$ cat config.mk
export PLATFORM = sky130hd
export DESIGN_NAME = time_counter
export DESIGN_NICKNAME = d
export VERILOG_FILES = /design/src/rtl/clock_pkg.sv /design/src/rtl/bcd_digit.sv /design/src/rtl/time_counter.sv
export SDC_FILE = /design/constraint.sdc
export NUM_CORES = 1
export LEC_CHECK = 0
export BUFFER_PORTS_ARGS = -buffer_cell sky130_fd_sc_hd__buf_2
export CELL_PAD_IN_SITES_DETAIL_PLACEMENT = 1
export CELL_PAD_IN_SITES_GLOBAL_PLACEMENT = 1
export CORE_MARGIN = 4
export CORE_UTILIZATION = 43
export DETAILED_ROUTE_END_ITERATION = 7
export GPL_ROUTABILITY_DRIVEN = 0
export HOLD_SLACK_MARGIN = 0.03
export PLACE_DENSITY_LB_ADDON = 0.1
export SLEW_MARGIN = 15
export SYNTH_ARGS = -nofsm -noshare
export SYNTH_HDL_FRONTEND = slang
export SYNTH_HIERARCHICAL = 1
export SYNTH_SLANG_ARGS = --single-unit
$ cat constraint.sdc
create_clock -name clk -period 6.9 [get_ports clk]
set_input_delay 0.69 -clock clk [delete_from_list [all_inputs] [get_ports clk]]
set_output_delay 0.69 -clock clk [all_outputs]
set_load 0.1 [all_outputs]
$ cat src/rtl/clock_pkg.sv
// Shared time-of-day definitions: BCD digit fields of the 32-bit time word,
// digit moduli and the 24-hour limit. Also imported by the alarm/display controller.
package clock_pkg;

   localparam int unsigned HT_MSB = 31;
   localparam int unsigned HT_LSB = 28;
   localparam int unsigned HU_MSB = 27;
   localparam int unsigned HU_LSB = 24;
   localparam int unsigned MT_MSB = 23;
   localparam int unsigned MT_LSB = 20;
   localparam int unsigned MU_MSB = 19;
   localparam int unsigned MU_LSB = 16;
   localparam int unsigned ST_MSB = 15;
   localparam int unsigned ST_LSB = 12;
   localparam int unsigned SU_MSB = 11;
   localparam int unsigned SU_LSB = 8;
   localparam int unsigned CT_MSB = 7;
   localparam int unsigned CT_LSB = 4;
   localparam int unsigned CU_MSB = 3;
   localparam int unsigned CU_LSB = 0;

   localparam int unsigned MOD_DEC = 10;
   localparam int unsigned MOD_SEX = 6;
   localparam logic [7:0]  HOUR_LIMIT = 8'h23;

   typedef logic [3:0]  bcd_t;
   typedef logic [31:0] time_word_t;

endpackage

$ cat src/rtl/bcd_digit.sv
// Single BCD digit counting 0..MOD-1; clr has priority over en.
// carry flags the enabled cycle in which the digit rolls over.
module bcd_digit
   import clock_pkg::*;
#(
   parameter int unsigned MOD = 10
) (
   input  logic clk,
   input  logic reset,
   input  logic en,
   input  logic clr,
   output bcd_t q,
   output logic carry
);

   localparam bcd_t LAST = 4'(MOD - 1);

   bcd_t q_q;
   bcd_t q_d;

   always_comb begin
      q_d = q_q;
      if (clr) begin
         q_d = '0;
      end else if (en) begin
         q_d = (q_q == LAST) ? '0 : q_q + 4'd1;
      end
   end

   always_ff @(posedge clk) begin
      if (reset) begin
         q_q <= '0;
      end else begin
         q_q <= q_d;
      end
   end

   assign q     = q_q;
   assign carry = en && (q_q == LAST);

endmodule

$ cat src/rtl/time_counter.sv
// Free-running BCD time-of-day counter with 100 Hz prescaler, 24-hour wrap
// and a set mode that freezes counting and steps hours/minutes by pulses.
module time_counter
   import clock_pkg::*;
#(
   parameter int unsigned CLK_HZ = 50_000_000
) (
   input  logic       clk,
   input  logic       reset,
   input  logic       time_set,
   input  logic       inc_hour,
   input  logic       inc_min,
   output time_word_t current_time,
   output logic       sec_tick,
   output logic       day_wrap
);

   localparam int unsigned DIV   = CLK_HZ / 100;
   localparam int unsigned PRE_W = (DIV > 1) ? $clog2(DIV) : 1;
   localparam logic [PRE_W-1:0] PRE_LAST = PRE_W'(DIV - 1);

   logic [PRE_W-1:0] pre_q;
   logic [PRE_W-1:0] pre_d;
   logic             tick100_c;

   bcd_t cu, ct, su, st, mu, mt, hu, ht;
   logic cu_cy, ct_cy, su_cy, st_cy, mu_cy, mt_cy, hu_cy;
   logic ht_carry_unused;
   logic mu_en_c, hu_en_c, hour_wrap_c;

   logic sec_tick_q, day_wrap_q;
   time_word_t time_c;

   assign tick100_c = (pre_q == PRE_LAST) && !time_set;

   always_comb begin
      pre_d = pre_q + PRE_W'(1);
      if (time_set || (pre_q == PRE_LAST)) begin
         pre_d = '0;
      end
   end

   // Set-mode steps join the count chain; minute rollover in set mode never reaches hours.
   assign mu_en_c     = st_cy || (time_set && inc_min);
   assign hu_en_c     = time_set ? inc_hour : mt_cy;
   assign hour_wrap_c = hu_en_c && ({ht, hu} == HOUR_LIMIT);

   bcd_digit #(.MOD(MOD_DEC)) u_cu (.clk(clk), .reset(reset), .en(tick100_c), .clr(time_set),
                                    .q(cu), .carry(cu_cy));
   bcd_digit #(.MOD(MOD_DEC)) u_ct (.clk(clk), .reset(reset), .en(cu_cy), .clr(time_set),
                                    .q(ct), .carry(ct_cy));
   bcd_digit #(.MOD(MOD_DEC)) u_su (.clk(clk), .reset(reset), .en(ct_cy), .clr(time_set),
                                    .q(su), .carry(su_cy));
   bcd_digit #(.MOD(MOD_SEX)) u_st (.clk(clk), .reset(reset), .en(su_cy), .clr(time_set),
                                    .q(st), .carry(st_cy));
   bcd_digit #(.MOD(MOD_DEC)) u_mu (.clk(clk), .reset(reset), .en(mu_en_c), .clr(1'b0),
                                    .q(mu), .carry(mu_cy));
   bcd_digit #(.MOD(MOD_SEX)) u_mt (.clk(clk), .reset(reset), .en(mu_cy), .clr(1'b0),
                                    .q(mt), .carry(mt_cy));
   // Hours pair: 23 detection clears both digits before Hu could reach 4.
   bcd_digit #(.MOD(MOD_DEC)) u_hu (.clk(clk), .reset(reset), .en(hu_en_c), .clr(hour_wrap_c),
                                    .q(hu), .carry(hu_cy));
   bcd_digit #(.MOD(MOD_DEC)) u_ht (.clk(clk), .reset(reset), .en(hu_cy), .clr(hour_wrap_c),
                                    .q(ht), .carry(ht_carry_unused));

   always_ff @(posedge clk) begin
      if (reset) begin
         pre_q      <= '0;
         sec_tick_q <= 1'b0;
         day_wrap_q <= 1'b0;
      end else begin
         pre_q      <= pre_d;
         sec_tick_q <= ct_cy;
         day_wrap_q <= hour_wrap_c && !time_set;
      end
   end

   always_comb begin
      time_c = '0;
      time_c[HT_MSB:HT_LSB] = ht;
      time_c[HU_MSB:HU_LSB] = hu;
      time_c[MT_MSB:MT_LSB] = mt;
      time_c[MU_MSB:MU_LSB] = mu;
      time_c[ST_MSB:ST_LSB] = st;
      time_c[SU_MSB:SU_LSB] = su;
      time_c[CT_MSB:CT_LSB] = ct;
      time_c[CU_MSB:CU_LSB] = cu;
   end

   assign current_time = time_c;
   assign sec_tick     = sec_tick_q;
   assign day_wrap     = day_wrap_q;

endmodule

==> impl_metrics.yaml <==
global_route:
  grt_usage_pct: 17.1
  grt_pass1_wl_um: 10000
  grt_max_degree: 36
  grt-ovfl-total: 0
  first_global_vias: 2176
  grt_antenna_before_repair: 0
layout:
  n_antenna_cell: 0
  final_nets: 323
  layout_commonest_cell: "dfxtp_1"
  area_growth_pct: 17.3
  stdcell_area_um2: 2920
  layout_common_cells: "53 x dfxtp_1, 38 x buf_2, 19 x nor3_1"
  drive_gt1_share_pct: 23.3
routing:
  drt-total-wl_um: 5680
  avgRoutedWirePerCell_um: 14.6
  drtPass1Iterations: 4
  vias: 2129
  drt_iter0_markers: 39
  antenna_left: 0
  drc: 0
  via_per_inst: 5.46
sta:
  final.setup.tns_ns: 0
  hold_viol_final: 0
  slew_viol_final: 0
  fin_crit_sh_pct: 88.6
  fmax_ghz: 0.164
  tightestPinTransition_ns: 0.717
  finalClockSkew_ns: 0.00908
  min_period_ns: 6.11
  rsz0062_at_grt: "no"
  setup-violations-final: 0
  slew-limit-headroom_pct: 52.2
place:
  postPlaceCellArea_um2: 2780
  portBuffers: 38
  place_hpwl_um: 4060
yosys:
  netlist_area_um2: 2490
  yosysWarnings: 6
  syn_inst: 265
  avgSynthCellArea_um2: 9.39
die:
  ios: 39
  die_width_um: 84.1
  initial_core_util_pct: 44.6
  die_area_um2: 7070
  die_h_um: 84.1
  rows: 27
  core_area_um2: 5570
clock_network:
  cts.root.buffer_cell: "clkbuf_8"
  clk_pin_slew_ns: 0.09
  cts-htree-levels: 2
  clk_latency_ns: 0.31
  clk_path_buf_depth: 2
  cts_setup_buffers: 0
  cts_buffers: 5
  cts_sinks: 53
  cts_tree: "done"
worst_setup_path:
  cpMostUsedCell: "nand2_2"
  crit_type: "flip-flop to flip-flop"
  worstPathCellList: "or4b_1 > nor4_2 > and4b_2 > nand2_2 > nor3b_1 > nand2_2 > nor3b_2 > nand2_2 > nor3b_1 > nand2_2 > nor3_1 > a21o_1 > nand2_2 > nor3b_1 > nand2_2 > nor3_1 > mux2_2 > nand2_2 > nor3b_1 > nand2_2 > or3_1 > a211oi_2"
  cpMaxStageDelayCell: "nor3b_1"
  cp.required_ns: 7.13
  critPathArrivalTime_ns: 6.34
  cpPeakStageDelay_ns: 0.51
  worstPathMaxFanout: 6
  critPathCaptureType: "flip-flop"
  startpoint_type: "flip-flop"
hold_path:
  min_path_type: "flip-flop to flip-flop"
power_and_ir_drop:
  net-switching-power_uw: 122
  p_int_uw: 456
  seqPwrFrac_pct: 53.5
  clkPwrFrac_pct: 42.4
  power_frac_comb_pct: 4.1
  vdd_drop_max_uv: 90.7
  leakage_uw: 0.00105
  pwr_density_cell_nw_per_um2: 198
  p_sw_share_pct: 21.1
outcome:
  status: "finished, final reports clean"
run:
  drv_cap: 0
## power by group through the flow
stage / clock network, µW / registers (µW) / logic (µW)
global route: 264 / 310 / 25.9
detailed placement: 0 / 317 / 23.8
CTS: 255 / 310 / 23.8
global placement: 0 / 317 / 23.5
floorplan: 0 / 323 / 8.73
finish: 246 / 309 / 23.4
## final timing paths
kind / start / to / slack (ns) / cells past startpoint
worst max register to register: pre_q[8] / u_ht/q[1] / 0.79 / 22
worst max-delay path: pre_q[8] / u_ht/q[1] / 0.79 / 22
worst min register to register: pre_q[0] / pre_q[0] / 0.46 / 1
worst min-delay path: pre_q[0] / pre_q[0] / 0.46 / 1
## final cells by class
cell class	count	area (µm²)
Multi-Input combinational cell	215	1420
Sequential cell	53	1060
Inverter	1	3.75
Timing Repair Buffer	41	213
Fill cell	680	2650
Clock inverter	3	65.1
Tap cell	72	90.1
Clock buffer	5	68.8
## sequential cells by signal (all words and copies together), names as in the netlist
name,cells
pre_q,19
u_ct/q,4
u_cu/q,4
u_ht/q,4
u_hu/q,4
u_mt/q,4
u_mu/q,4
u_st/q,4
u_su/q,4
day_wrap,1
sec_tick,1
## worst max-delay path, delay by kind of cell (launching register included)
family / cells / cell delay [ns]
AND/OR/NAND/NOR: 19 / 5.02
flip-flops: 1 / 0.44
AO/OA/AOI/OAI: 2 / 0.35
multiplexers: 1 / 0.24
## per-layer routing
metal	share of wire (%)	GRT usage [%]	vias up
li1	-	-	1068
met2	49	29.8	32
met4	1.2	4.82	0
met1	46	21.1	1023
met3	3.4	3.46	6
met5	0	0	-
## stage by stage
| stage | cells | total power, µW | util [%] | hold slack (ns) | setup slack [ns] |
|---|---|---|---|---|---|
| 2_1_floorplan | 272 | 332 | - | 0.426 | 1.17 |
| 3_3_place_gp | 382 | 340 | 49.9 | 0.442 | 0.896 |
| 3_5_place_dp | 382 | 340 | 49.9 | 0.449 | 0.628 |
| 4_1_cts | 390 | 588 | 52.3 | 0.472 | 0.528 |
| 5_1_grt | 390 | 600 | 52.4 | 0.498 | 0.111 |
| 6_report | 390 | 578 | 52.4 | 0.465 | 0.787 |
## timing repair
action,4_1_cts,5_1_grt
hold buffers,0,0
gates resized for setup,0,1
setup endpoints to repair,0,2
(Power assumes the default switching activity.)
